[src/rtl/perceptron_seq_ctrl_if.sv]
//------------------------------------------------------------------------------
// perceptron_seq_ctrl_if
//
// Bundles the feature-token input stream and the classification result
// stream of the perceptron sequencing controller.
//
//   feat_valid  : feature token present                  (master -> slave)
//   feat_ready  : controller accepts token                (slave  -> master)
//   feat_kind   : 00 edge, 01 curve, 10 marker, 11 rsvd   (master -> slave)
//   feat_last   : token closes the frame                  (master -> slave)
//   class_valid : result present                          (slave  -> master)
//   class_ready : consumer takes result                   (master -> slave)
//   class_digit : matched digit 0-9, 4'hF on miss         (slave  -> master)
//   class_hit   : 1 = table match, 0 = miss               (slave  -> master)
//   sum_out     : weighted sum of the frame               (slave  -> master)
//   overflow    : a counter saturated during the frame    (slave  -> master)
//   busy        : controller is not collecting tokens     (slave  -> master)
//
// The slave modport is the controller's view; the master modport is the
// view of the surrounding logic (feature extractor plus output consumer).
//------------------------------------------------------------------------------
interface perceptron_seq_ctrl_if #(
   parameter int SUM_W = 8
);
   logic             feat_valid;
   logic             feat_ready;
   logic [1:0]       feat_kind;
   logic             feat_last;
   logic             class_valid;
   logic             class_ready;
   logic [3:0]       class_digit;
   logic             class_hit;
   logic [SUM_W-1:0] sum_out;
   logic             overflow;
   logic             busy;

   modport master (
      output feat_valid, feat_kind, feat_last, class_ready,
      input  feat_ready, class_valid, class_digit, class_hit, sum_out,
             overflow, busy
   );

   modport slave (
      input  feat_valid, feat_kind, feat_last, class_ready,
      output feat_ready, class_valid, class_digit, class_hit, sum_out,
             overflow, busy
   );
endinterface

[src/rtl/perceptron_seq_ctrl.sv]
//------------------------------------------------------------------------------
// perceptron_seq_ctrl
//
// Sequencing controller for the digit-classifier perceptron. A frame of
// feature tokens is counted into saturating edge/curve counters. When the
// frame closes, the weighted sum (edges x 8, curves x 2) is built over two
// cycles, then the 10-entry class table is scanned one entry per cycle. The
// resulting digit is presented over a valid/ready handshake and held until
// the consumer takes it.
//
// Ports:
//   clk  : clock
//   rst  : asynchronous, active-high reset
//   bus  : perceptron_seq_ctrl_if.slave (token input, result output, status)
//
// Timing: last token accepted at edge N -> class_valid after edge N+3+k for
// a hit at table index k, after edge N+12 for a miss.
//------------------------------------------------------------------------------
module perceptron_seq_ctrl #(
   parameter int EDGE_W      = 3,
   parameter int CURVE_W     = 4,
   parameter int SUM_W       = 8,
   parameter int EDGE_SHIFT  = 3,
   parameter int CURVE_SHIFT = 1
) (
   input logic                 clk,
   input logic                 rst,
   perceptron_seq_ctrl_if.slave bus
);

   typedef enum logic [2:0] {
      S_COLLECT = 3'd0,
      S_CALC_E  = 3'd1,
      S_CALC_C  = 3'd2,
      S_MATCH   = 3'd3,
      S_OUT     = 3'd4
   } state_t;

   localparam logic [1:0]         KIND_EDGE  = 2'b00;
   localparam logic [1:0]         KIND_CURVE = 2'b01;
   localparam logic [EDGE_W-1:0]  EDGE_MAX   = '1;
   localparam logic [CURVE_W-1:0] CURVE_MAX  = '1;
   localparam logic [3:0]         IDX_LAST   = 4'd9;
   localparam logic [3:0]         DIGIT_MISS = 4'hF;

   // Class table: index k is recognised when the frame's sum equals the
   // entry. Indices above 9 are never visited.
   function automatic logic [SUM_W-1:0] class_sum(input logic [3:0] i);
      logic [SUM_W-1:0] s;
      s = '0;
      case (i)
         4'd0:    s = SUM_W'(32);
         4'd1:    s = SUM_W'(2);
         4'd2:    s = SUM_W'(20);
         4'd3:    s = SUM_W'(34);
         4'd4:    s = SUM_W'(6);
         4'd5:    s = SUM_W'(28);
         4'd6:    s = SUM_W'(40);
         4'd7:    s = SUM_W'(4);
         4'd8:    s = SUM_W'(64);
         4'd9:    s = SUM_W'(26);
         default: s = '0;
      endcase
      return s;
   endfunction

   state_t             state_q,       state_d;
   logic [EDGE_W-1:0]  edge_cnt_q,    edge_cnt_d;
   logic [CURVE_W-1:0] curve_cnt_q,   curve_cnt_d;
   logic               overflow_q,    overflow_d;
   logic [SUM_W-1:0]   sum_q,         sum_d;
   logic [3:0]         idx_q,         idx_d;
   logic [3:0]         class_digit_q, class_digit_d;
   logic               class_hit_q,   class_hit_d;
   logic [SUM_W-1:0]   sum_out_q,     sum_out_d;

   logic               feat_accept;
   logic [SUM_W-1:0]   edge_ext;
   logic [SUM_W-1:0]   curve_ext;

   assign feat_accept = bus.feat_valid && (state_q == S_COLLECT);
   assign edge_ext    = SUM_W'(edge_cnt_q);
   assign curve_ext   = SUM_W'(curve_cnt_q);

   //---------------------------------------------------------------------------
   // Next-state and datapath
   //---------------------------------------------------------------------------
   always_comb begin
      // NOTE: every variable gets a default before the case so that paths
      // which do not assign it hold state instead of inferring a latch.
      state_d       = state_q;
      edge_cnt_d    = edge_cnt_q;
      curve_cnt_d   = curve_cnt_q;
      overflow_d    = overflow_q;
      sum_d         = sum_q;
      idx_d         = idx_q;
      class_digit_d = class_digit_q;
      class_hit_d   = class_hit_q;
      sum_out_d     = sum_out_q;

      case (state_q)
         S_COLLECT: begin
            if (feat_accept) begin
               // Saturating counts: an increment at max flags overflow
               // instead of wrapping. Marker and reserved tokens only
               // matter when they close the frame.
               if (bus.feat_kind == KIND_EDGE) begin
                  if (edge_cnt_q == EDGE_MAX) overflow_d = 1'b1;
                  else                        edge_cnt_d = edge_cnt_q + 1'b1;
               end else if (bus.feat_kind == KIND_CURVE) begin
                  if (curve_cnt_q == CURVE_MAX) overflow_d  = 1'b1;
                  else                          curve_cnt_d = curve_cnt_q + 1'b1;
               end
               if (bus.feat_last) state_d = S_CALC_E;
            end
         end

         S_CALC_E: begin
            sum_d   = edge_ext << EDGE_SHIFT;
            state_d = S_CALC_C;
         end

         S_CALC_C: begin
            // Maximum 56 + 30 = 86 fits SUM_W, so no wrap handling.
            sum_d   = sum_q + (curve_ext << CURVE_SHIFT);
            idx_d   = 4'd0;
            state_d = S_MATCH;
         end

         S_MATCH: begin
            // Scanning upward from 0 makes the first hit win.
            if (sum_q == class_sum(idx_q)) begin
               class_digit_d = idx_q;
               class_hit_d   = 1'b1;
               sum_out_d     = sum_q;
               state_d       = S_OUT;
            end else if (idx_q == IDX_LAST) begin
               class_digit_d = DIGIT_MISS;
               class_hit_d   = 1'b0;
               sum_out_d     = sum_q;
               state_d       = S_OUT;
            end else begin
               idx_d = idx_q + 4'd1;
            end
         end

         S_OUT: begin
            // Result registers hold until the consumer takes the result;
            // the frame state is cleared for the next frame on handshake.
            if (bus.class_ready) begin
               edge_cnt_d  = '0;
               curve_cnt_d = '0;
               overflow_d  = 1'b0;
               idx_d       = 4'd0;
               state_d     = S_COLLECT;
            end
         end

         default: state_d = S_COLLECT;
      endcase
   end

   //---------------------------------------------------------------------------
   // State registers
   //---------------------------------------------------------------------------
   always_ff @(posedge clk or posedge rst) begin
      if (rst) begin
         state_q       <= S_COLLECT;
         edge_cnt_q    <= '0;
         curve_cnt_q   <= '0;
         overflow_q    <= 1'b0;
         sum_q         <= '0;
         idx_q         <= 4'd0;
         class_digit_q <= 4'd0;
         class_hit_q   <= 1'b0;
         sum_out_q     <= '0;
      end else begin
         // NOTE: non-blocking assignments so every flop samples the values
         // computed before this edge, independent of statement order.
         state_q       <= state_d;
         edge_cnt_q    <= edge_cnt_d;
         curve_cnt_q   <= curve_cnt_d;
         overflow_q    <= overflow_d;
         sum_q         <= sum_d;
         idx_q         <= idx_d;
         class_digit_q <= class_digit_d;
         class_hit_q   <= class_hit_d;
         sum_out_q     <= sum_out_d;
      end
   end

   //---------------------------------------------------------------------------
   // Outputs
   //---------------------------------------------------------------------------
   assign bus.feat_ready  = (state_q == S_COLLECT);
   assign bus.busy        = (state_q != S_COLLECT);
   assign bus.class_valid = (state_q == S_OUT);
   assign bus.class_digit = class_digit_q;
   assign bus.class_hit   = class_hit_q;
   assign bus.sum_out     = sum_out_q;
   assign bus.overflow    = overflow_q;

endmodule

[src/flat_wrapper.sv]
// flat-port wrapper written by rule: the top's interface ports become plain ports
module perceptron_seq_ctrl_flat 
#(
   parameter int EDGE_W      = 3,
   parameter int CURVE_W     = 4,
   parameter int SUM_W       = 8,
   parameter int EDGE_SHIFT  = 3,
   parameter int CURVE_SHIFT = 1
)
  (clk, rst, bus_feat_valid, bus_feat_kind, bus_feat_last, bus_class_ready, bus_feat_ready, bus_class_valid, bus_class_digit, bus_class_hit, bus_sum_out, bus_overflow, bus_busy);
  perceptron_seq_ctrl_if #(.SUM_W(SUM_W)) bus_i ();
  input logic clk;
  input logic rst;
  input wire logic [$bits(bus_i.feat_valid)-1:0] bus_feat_valid;
  input wire logic [$bits(bus_i.feat_kind)-1:0] bus_feat_kind;
  input wire logic [$bits(bus_i.feat_last)-1:0] bus_feat_last;
  input wire logic [$bits(bus_i.class_ready)-1:0] bus_class_ready;
  output wire logic [$bits(bus_i.feat_ready)-1:0] bus_feat_ready;
  output wire logic [$bits(bus_i.class_valid)-1:0] bus_class_valid;
  output wire logic [$bits(bus_i.class_digit)-1:0] bus_class_digit;
  output wire logic [$bits(bus_i.class_hit)-1:0] bus_class_hit;
  output wire logic [$bits(bus_i.sum_out)-1:0] bus_sum_out;
  output wire logic [$bits(bus_i.overflow)-1:0] bus_overflow;
  output wire logic [$bits(bus_i.busy)-1:0] bus_busy;
  assign bus_i.feat_valid = bus_feat_valid;
  assign bus_i.feat_kind = bus_feat_kind;
  assign bus_i.feat_last = bus_feat_last;
  assign bus_i.class_ready = bus_class_ready;
  assign bus_feat_ready = bus_i.feat_ready;
  assign bus_class_valid = bus_i.class_valid;
  assign bus_class_digit = bus_i.class_digit;
  assign bus_class_hit = bus_i.class_hit;
  assign bus_sum_out = bus_i.sum_out;
  assign bus_overflow = bus_i.overflow;
  assign bus_busy = bus_i.busy;
  perceptron_seq_ctrl #(.EDGE_W(EDGE_W), .CURVE_W(CURVE_W), .SUM_W(SUM_W), .EDGE_SHIFT(EDGE_SHIFT), .CURVE_SHIFT(CURVE_SHIFT)) u_core (.clk(clk), .rst(rst), .bus(bus_i));
endmodule
[config.mk]
export PLATFORM = sky130hd
export DESIGN_NAME = perceptron_seq_ctrl_flat
export DESIGN_NICKNAME = d
export VERILOG_FILES = /design/src/rtl/perceptron_seq_ctrl_if.sv /design/src/rtl/perceptron_seq_ctrl.sv /design/src/flat_wrapper.sv
export SDC_FILE = /design/constraint.sdc
export NUM_CORES = 1
export LEC_CHECK = 0
export CAP_MARGIN = 20
export CORE_MARGIN = 2
export CORE_UTILIZATION = 50
export DETAILED_ROUTE_END_ITERATION = 8
export GPL_TIMING_DRIVEN = 1
export HOLD_SLACK_MARGIN = 0.06
export PLACE_DENSITY_LB_ADDON = 0.1
export SLEW_MARGIN = 30
export SYNTH_ARGS = -nofsm -noshare
export SYNTH_HDL_FRONTEND = slang
export SYNTH_SLANG_ARGS = --single-unit
[constraint.sdc]
create_clock -name clk -period 2.63 [get_ports clk]
set_clock_uncertainty 0.05 [all_clocks]
set_input_delay 0.263 -clock clk [delete_from_list [all_inputs] [get_ports clk]]
set_output_delay 0.263 -clock clk [all_outputs]
set_load 0.03 [all_outputs]
# Word level (Yosys, flattened, before mapping)
# Memory sizes are Yosys's and may differ from the RTL's.
# Index checks and enable logic that the tools add are counted.
word_totals:
  n_memories: 1
  out_inout_bits: 17
  wordCells: 85
  mem_bits_ro: 96
  regBits: 36
classes:
  eq_ne: 23
  n_addsub: 4
  muxes: 34
  reduce_logical: 14
mem_list:
  columns: ["name", "depth", "width", "rd", "rd_ports_with_merged_regs", "wr", "line", "text"]
  rows:
  - ["(name not given)", 16, 6, 1, 0, 0, "perceptron_seq_ctrl.sv:51", "case (i)"]
op_table:
  columns: ["operator", "n"]
  rows:
  - ["4-bit 2-to-1 mux", 9]
  - ["3-bit 2-to-1 mux", 8]
  - ["8-bit 2-to-1 mux", 3]
  - ["8-bit one-hot mux with 2 select lines", 1]
  - ["3-bit one-hot mux with 5 select lines", 1]
  - ["2-bit != test, second input constant", 7]
  - ["4-bit one-hot mux with 3 select lines", 1]
  - ["6-bit AND reduction", 2]
  - ["3-bit by 1-bit != test with 1-bit output, second input constant", 3]
  - ["4-bit by 1-bit adder with 4-bit output, second input constant", 2]
  - ["8-bit by 5-bit adder with 8-bit output", 1]
  - ["4-bit equality test, second input constant", 2]
  - ["8-bit equality test", 1]
  - ["1-bit 2-to-1 mux", 8]
  - ["4-bit one-hot mux with 2 select lines", 1]
  - ["4-bit AND reduction", 2]
  - ["3-bit by 2-bit equality test with 1-bit output, second input constant", 2]
  - ["3-bit equality test, second input constant", 2]
  - ["2-bit by 1-bit != test with 1-bit output, second input constant", 3]
  - ["3-bit one-hot mux with 2 select lines", 1]
  - ["2-bit nonzero test", 3]
  - ["3-bit nonzero test", 2]
  - ["5-bit AND reduction", 1]
  - ["3-bit by 1-bit adder with 3-bit output, second input constant", 1]
  - ["8 further kinds", 8]

# Longest topological paths before layout
# Gate-level depths: netlist (run 1).
depth:
  depth_word: 6
  ltp_mapped: 9

# Least setup slack after synthesis (run 1)
# OpenSTA, ideal clock, no wires.
synth_path:
  path_type: "flip-flop to flip-flop"
  start: "register u_core.idx_q[0]"
  end: "register u_core.sum_out_q[1] (netlist: u_core.bus.sum_out[1])"
  arrival_ns: 2.389
  path_stages_with_launch: 10
  setup_ns: 0.125
  setup_slack_ns: 0.066
  period_less_slack_ns: 2.564
  n_path_buf: 1
  path_cell_list: "dfrtp_1 -> inv_1 -> ha_1 -> and2b_1 -> o31a_1 -> nor4_1 -> nand4_2 -> a21oi_2 -> buf_6 -> mux2_4"
synth_via:
  elab_chain_len: 5
  elab_cells_between_ends: 7
  cone_classes: "eq/ne (2); mux (2); reduce/logical (2); memory (1)"
synth_rtl:
  columns: ["item", "line", "text"]
  rows:
  - ["start: declaration", "perceptron_seq_ctrl.sv:72", "logic [3:0] idx_q, idx_d;"]
  - ["start signal: assignment", "perceptron_seq_ctrl.sv:185", "idx_q <= idx_d;"]
  - ["memory read 16 x 6 bit", null, null]
  - ["8-bit 2-to-1 mux", "perceptron_seq_ctrl.sv:101", "case (state_q)"]
  - ["8-bit equality test", "perceptron_seq_ctrl.sv:132", "if (sum_q == class_sum(idx_q)) begin"]
  - ["2-bit nonzero test (no source line)", null, null]
  - ["2-bit AND reduction (no source line)", null, null]
  - ["end signal: assignment", "perceptron_seq_ctrl.sv:188", "sum_out_q <= sum_out_d;"]
  - ["end: declaration", "perceptron_seq_ctrl.sv:75", "logic [SUM_W-1:0] sum_out_q, sum_out_d;"]
# Several ways; a longest one is shown, not always the timed one. The select of a mux whose other input is x is not followed.
# A chain may end at the register's enable or synchronous reset.

# Worst setup path after layout (run 1)
layout_path:
  start: "register u_core.idx_q[0]"
  end: "register u_core.sum_out_q[7] (netlist: u_core.bus.sum_out[7])"
# The elaborated chain is that of the path after synthesis.

==> flow_metrics.env, run 1 <==
export IMPL_ys_seq_elements=34
export IMPL_syn_avg_cell_area_um2=10.2
export IMPL_cts_hold_buf=0
export IMPL_firstDrtPassIters=4
export IMPL_drtIter0Drc=94
export IMPL_dieArea_um2=4500
export IMPL_gp_congestion=0.801
export IMPL_internal_power_w=0.00193
export IMPL_worstSetupPathType="reg2reg"
export IMPL_route_detailed_drc=0
export IMPL_die_h_um=67.1
export IMPL_worstMarginPinSlew_ns=0.603
export IMPL_switching_power_w=0.00132
export IMPL_layout_nets=250
export IMPL_area_delta_synth_final_pct=26.1
export IMPL_synth_edf_count=0
export IMPL_yosysTopAreaCellShare_pct=42.8
export IMPL_cts_htree_levels=2
export IMPL_drv_cap=0
export IMPL_path_max_fanout=8
export IMPL_slew_limit_headroom_pct=59.5
export IMPL_min_path_type="in2async"
export IMPL_clock_sinks=34
export IMPL_vias=1603
export IMPL_synthCells=194
export IMPL_cp_data_arrival_time_ns=2.67
export IMPL_setup_violations=0
export IMPL_p_clk_share_pct=18.1
export IMPL_switching_share_pct=40.6
export IMPL_synthesis_area_um2=1990
export IMPL_rows=22
export IMPL_start_util_pct=53.1
export IMPL_post_route_util_pct=67.0
export IMPL_ir_worst_vdd_uv=690
export IMPL_clockBufferDepth=2
export IMPL_rsz0062_at_grt="false"
export IMPL_yosysTopAreaCell="dfrtp_1"
export IMPL_diodes=0
export IMPL_die_w_um=67.1
export IMPL_ys_seq_area_share_pct=42.8
export IMPL_viasPerCell=5.75
export IMPL_p_seq_share_pct=28.8
export IMPL_min_period_ns=2.54
export IMPL_track_usage_pct=22.2
export IMPL_synth_nets=214
export IMPL_required_ns=2.76
export IMPL_hpwl_mm=3.11
export IMPL_worstSkewPairLatency_ns=0.29
export IMPL_cts_tree="done"
export IMPL_async_reset_ff_share_pct=100
export IMPL_root_buffer="clkbuf_8"
export IMPL_dpl_worst_slack_ns=-0.0966
export IMPL_antenna_found_initial=0
export IMPL_power_density_nw_per_um2=1290
export IMPL_grt_pass1_vias=1593
export IMPL_overflow=0
export IMPL_power_leakage_nw=1.15
export IMPL_wl_per_cell_um=15.5
export IMPL_comb_power_share_pct=53.1
export IMPL_drive_gt1_share_pct=19.5
export IMPL_worstRegToRegCells=8
export IMPL_top_level_ports=24
export IMPL_stdcell_area_um2=2510
export IMPL_wirelength_mm=4.32
export IMPL_yosys_warnings=0
export IMPL_grt_pass1_wl_mm=7.31
export IMPL_core_um2=3740
export IMPL_outcome="complete, no violations"
export IMPL_instances_no_fill=279
export IMPL_clk_pin_slew_worst_paths_ns=0.08
export IMPL_synth_ff_type="dfrtp_1"
export IMPL_cp_start_kind="flip-flop"
export IMPL_dpl_cell_count=269
export IMPL_post_route_period_util_pct=96.5
export IMPL_ys_types=53
export IMPL_end_kind="flip-flop"
export IMPL_slew_viol_final=0
export IMPL_hold_viol=0
export IMPL_ys_top_cells_by_area="dfrtp_1, ha_1, mux2_4"
export IMPL_grt_max_degree=35
export IMPL_drtAntennaViolNets=0
export IMPL_max_freq_mhz=394
export IMPL_port_buffers=22
export IMPL_fin_ws_ns=0.0932
export IMPL_cts_buffers=5
export IMPL_r2r_slack_ns=0.09
export IMPL_place_area_um2=2320
-- timing repair --
action / in CTS / in global routing
buffers inserted: 0 / 2
pin swaps: 1 / 5
endpoints found under the setup margin: 9 / 8
endpoints found under the hold margin: 0 / 0
resized for setup: 1 / 7
-- kinds of logic (layout without fill, tap and decap cells) --
kind of cell | Yosys count | after routing | share of synthesized area (%)
compound gates | 39 | 39 | 14.5
xor+xnor | 7 | 7 | 3.08
fa+ha+maj | 13 | 13 | 8.56
buf+inv | 13 | 50 | 3.27
flops | 34 | 34 | 42.8
mux | 11 | 11 | 7.43
other cells | 1 | 1 | 0.189
simple gates | 76 | 76 | 20.2
-- final timing paths --
kind / start / end
worst max-delay path: u_core.idx_q[0] / u_core.bus.sum_out[7]
worst min-delay path: rst / u_core.bus.sum_out[2]
worst max register to register: u_core.idx_q[0] / u_core.bus.sum_out[7]
worst min register to register: u_core.bus.class_hit / u_core.bus.class_hit
max in group asynchronous: rst / u_core.idx_q[0]
min in group clk: u_core.bus.class_hit / u_core.bus.class_hit
-- layout make-up --
cell class	instances	area, µm²
Inverter	9	33.8
Clock buffer	5	68.8
Timing Repair Buffer	33	315
Multi-Input combinational cell	147	1110
Fill cell	315	1240
Sequential cell	34	852
Clock inverter	3	68.8
Tap cell	48	60.1
-- critical path, stage by stage, from the launching register on --
cell,delay [ns]
dfrtp_2,0.44
ha_2,0.20
mux2_4,0.26
a221o_1,0.32
a221oi_2,0.33
nand4_2,0.16
a21oi_2,0.20
buf_12,0.15
mux2_4,0.30
-- metal layers --
metal / vias to the layer above / part of all wire, % / track usage, %
li1: 768 / - / -
met2: 45 / 48 / 36.9
met5: - / 0 / 0
met4: 0 / 2.5 / 9.95
met1: 779 / 44 / 27.1
met3: 11 / 5.0 / 5.24
-- flip-flops by register name, indices dropped and copies added (netlist names) --
signal and cells:
u_core.bus.class_digit 4, u_core.sum_q 7, u_core.bus.sum_out 7, u_core.edge_cnt_q 3, u_core.state_q 3, u_core.curve_cnt_q 4, u_core.idx_q 4, u_core.bus.overflow 1
u_core.bus.class_hit 1
-- cell usage after synthesis (all sizes together) (2+ instances only) --
library cell   n
buf            4
ha            12
a21o           3
nand2b         4
o21ai          8
mux2           9
xor2           4
nor2          11
nand3         11
inv            9
xnor2          3
nor4           2
nand2         22
dfrtp         34
nor2b          5
and4           2
a22o           3
o22a           4
a22oi          2
and2           3
nand4          2
o211ai         2
a21oi          7
mux2i          2
nor3           5
and2b          2
-- cells in the final DEF (no fill, tap or decap), types with 6 or more instances in the layout --
master and n:
nand3_1 11, o21ai_0 8, inv_1 7, ha_1 9, dfrtp_1 33, a21oi_1 6
nor2_1 11, buf_4 10, nand2_1 22, mux2_4 8, clkdlybuf4s50_1 22
-- power by group through the flow --
stage                     Sequential (W)  Clock (W)  Combinational (W)
after floorplan                  0.00103          0            0.00100
after detailed placement        0.000936          0            0.00162
after global routing            0.000967   0.000616            0.00190
after global placement          0.000923          0            0.00158
after CTS                       0.000931   0.000594            0.00165
final                           0.000934   0.000589            0.00172
-- metrics by stage --
step           hold WS [ns]  power [W]  TNS [ns]
4_1_cts               0.327    0.00318         0
5_1_grt               0.381    0.00348         0
6_report              0.313    0.00325         0
3_3_place_gp          0.417    0.00250         0
3_5_place_dp          0.419    0.00256    -0.468
2_1_floorplan         0.338    0.00203         0
(Power assumes the default switching activity.)
==> inputs of run 2 (changes only) <==
- CELL_PAD_IN_SITES_DETAIL_PLACEMENT: unset -> 0
- CELL_PAD_IN_SITES_GLOBAL_PLACEMENT: unset -> 1
- CORE_UTILIZATION: 50 -> 39
- MAX_ROUTING_LAYER: unset -> met4
==> run 2 against run 1 <==
Sequential power about the same. Setup slack better by 0.031 ns. Non-clock buffer count unchanged. First-iteration DRC count shrank 40%. Register-to-register slack better by 0.03 ns. Core utilization is 16 points lower. Global-route usage down 3.6 points. Largest cell class unchanged. Clock power fell by 36%. Final area shrank 2.4%. Combinational power down 4%. Final cell count rose by 6.1%. Routed wire length increased by 1.9%. Critical endpoint is now u_core.bus.sum_out[3].
==> flow_metrics.env, run 2 (synthesized netlist as in run 1, its figures left out) <==
export IMPL_slew_viol_final=0
export IMPL_cts_buffers=5
export IMPL_place_area_um2=2340
export IMPL_instances_no_fill=296
export IMPL_hold_viol=0
export IMPL_required_ns=2.74
export IMPL_stdcell_area_um2=2450
export IMPL_final_common_cell="dfrtp_1"
export IMPL_layout_nets=250
export IMPL_path_max_fanout=6
export IMPL_clockBufferDepth=2
export IMPL_worstSkewPairLatency_ns=0.28
export IMPL_cts_hold_buf=0
export IMPL_drtIter0Drc=56
export IMPL_die_w_um=75.4
export IMPL_port_buffers=22
export IMPL_core_um2=4820
export IMPL_drive_gt1_share_pct=17.0
export IMPL_cts_htree_levels=2
export IMPL_setup_violations=0
export IMPL_drtAntennaViolNets=0
export IMPL_overflow=0
export IMPL_die_h_um=75.4
export IMPL_cts_tree="done"
export IMPL_vias=1538
export IMPL_ir_worst_vdd_uv=679
export IMPL_clk_pin_slew_worst_paths_ns=0.07
export IMPL_area_delta_synth_final_pct=23.1
export IMPL_worstSetupPathType="reg2reg"
export IMPL_post_route_util_pct=50.8
export IMPL_max_freq_mhz=399
export IMPL_mostFrequentLayoutCells="dfrtp_1, nand2_1, clkdlybuf4s50_1"
export IMPL_grt_pass1_vias=1609
export IMPL_power_density_nw_per_um2=1210
export IMPL_holdWs_ns=0.338
export IMPL_route_detailed_drc=0
export IMPL_rsz0062_at_grt="false"
export IMPL_hpwl_mm=3.38
export IMPL_gp_congestion=0.819
export IMPL_slew_limit_headroom_pct=61.3
export IMPL_drv_cap=0
export IMPL_antenna_found_initial=0
export IMPL_top_level_ports=24
export IMPL_wl_per_cell_um=14.9
export IMPL_min_path_type="in2async"
export IMPL_wirelength_mm=4.40
export IMPL_viasPerCell=5.20
export IMPL_outcome="complete, no violations"
export IMPL_end_kind="flip-flop"
export IMPL_dieArea_um2=5690
export IMPL_clock_sinks=34
export IMPL_rows=25
export IMPL_diodes=0
export IMPL_track_usage_pct=18.6
export IMPL_cts_setup_buffers=0
export IMPL_dpl_cell_count=290
export IMPL_grt_max_degree=35
export IMPL_cp_data_arrival_time_ns=2.62
export IMPL_post_route_period_util_pct=95.3
export IMPL_root_buffer="clkbuf_8"
export IMPL_start_util_pct=41.3
export IMPL_worstMarginPinSlew_ns=0.576
export IMPL_tns_ns=0
export IMPL_firstDrtPassIters=4
export IMPL_grt_pass1_wl_mm=7.64
export IMPL_cp_start_kind="flip-flop"
export IMPL_worstRegToRegCells=8
export IMPL_power_leakage_nw=1.13
export IMPL_min_period_ns=2.51
==> run 2: power by group <==
| group | switching (W) | internal, W | leakage (nW) | total, W |
|---|---|---|---|---|
| Combinational | 0.000866 | 0.000788 | 0.649 | 0.00165 |
| Sequential | 0.000216 | 0.000716 | 0.436 | 0.000932 |
| Clock | 0.000174 | 0.000202 | 0.0431 | 0.000376 |
==> run 2: worst paths after layout <==
path | from | end | slack [ns]
max | u_core.idx_q[0] | u_core.bus.sum_out[3] | 0.12
min | rst | u_core.bus.sum_out[2] | 0.34
max reg2reg | u_core.idx_q[0] | u_core.bus.sum_out[3] | 0.12
min reg2reg | u_core.bus.class_hit | u_core.bus.class_hit | 0.44
max in group asynchronous | rst | u_core.bus.overflow | 1.88
min in group clk | u_core.bus.class_hit | u_core.bus.class_hit | 0.44
==> run 2: layout make-up <==
type | instances | area (µm²)
multi-input cells | 147 | 1090
well taps | 67 | 83.8
inverters | 9 | 33.8
repair buffers | 33 | 307
flip-flops and latches | 34 | 851
clock buffers | 6 | 82.6
fillers | 438 | 2370
==> run 2: repair_timing <==
action,in CTS,in global routing
hold endpoints to repair,0,0
endpoints found under the setup margin,6,7
pin swaps,0,3
gates resized for setup,1,3
==> run 2: per-layer routing <==
| metal | vias to the layer above | global-route usage, % | wire [µm] |
|---|---|---|---|
| met5 | - | - | 0 |
| met4 | 0 | 6.82 | 80 |
| met3 | 8 | 3.57 | 154 |
| met2 | 35 | 29.2 | 2030 |
| met1 | 725 | 24.0 | 2130 |
| li1 | 770 | - | - |
==> run 2: stage by stage <==
stage	worst slack (ns)	power, W
after floorplan	0.0662	0.00203
after global placement	0.0981	0.00253
after detailed placement	-0.0476	0.00258
after CTS	0.0168	0.00298
after global routing	0.0121	0.00322
final	0.124	0.00296
==> run 2: critical path: stages (launching register included) <==
cell and delay, ns:
dfrtp_1 0.42, ha_1 0.23, mux2_4 0.27, a221o_1 0.31, a221oi_2 0.28, nand4_2 0.17, a21oi_4 0.20, buf_6 0.16
mux2_4 0.30
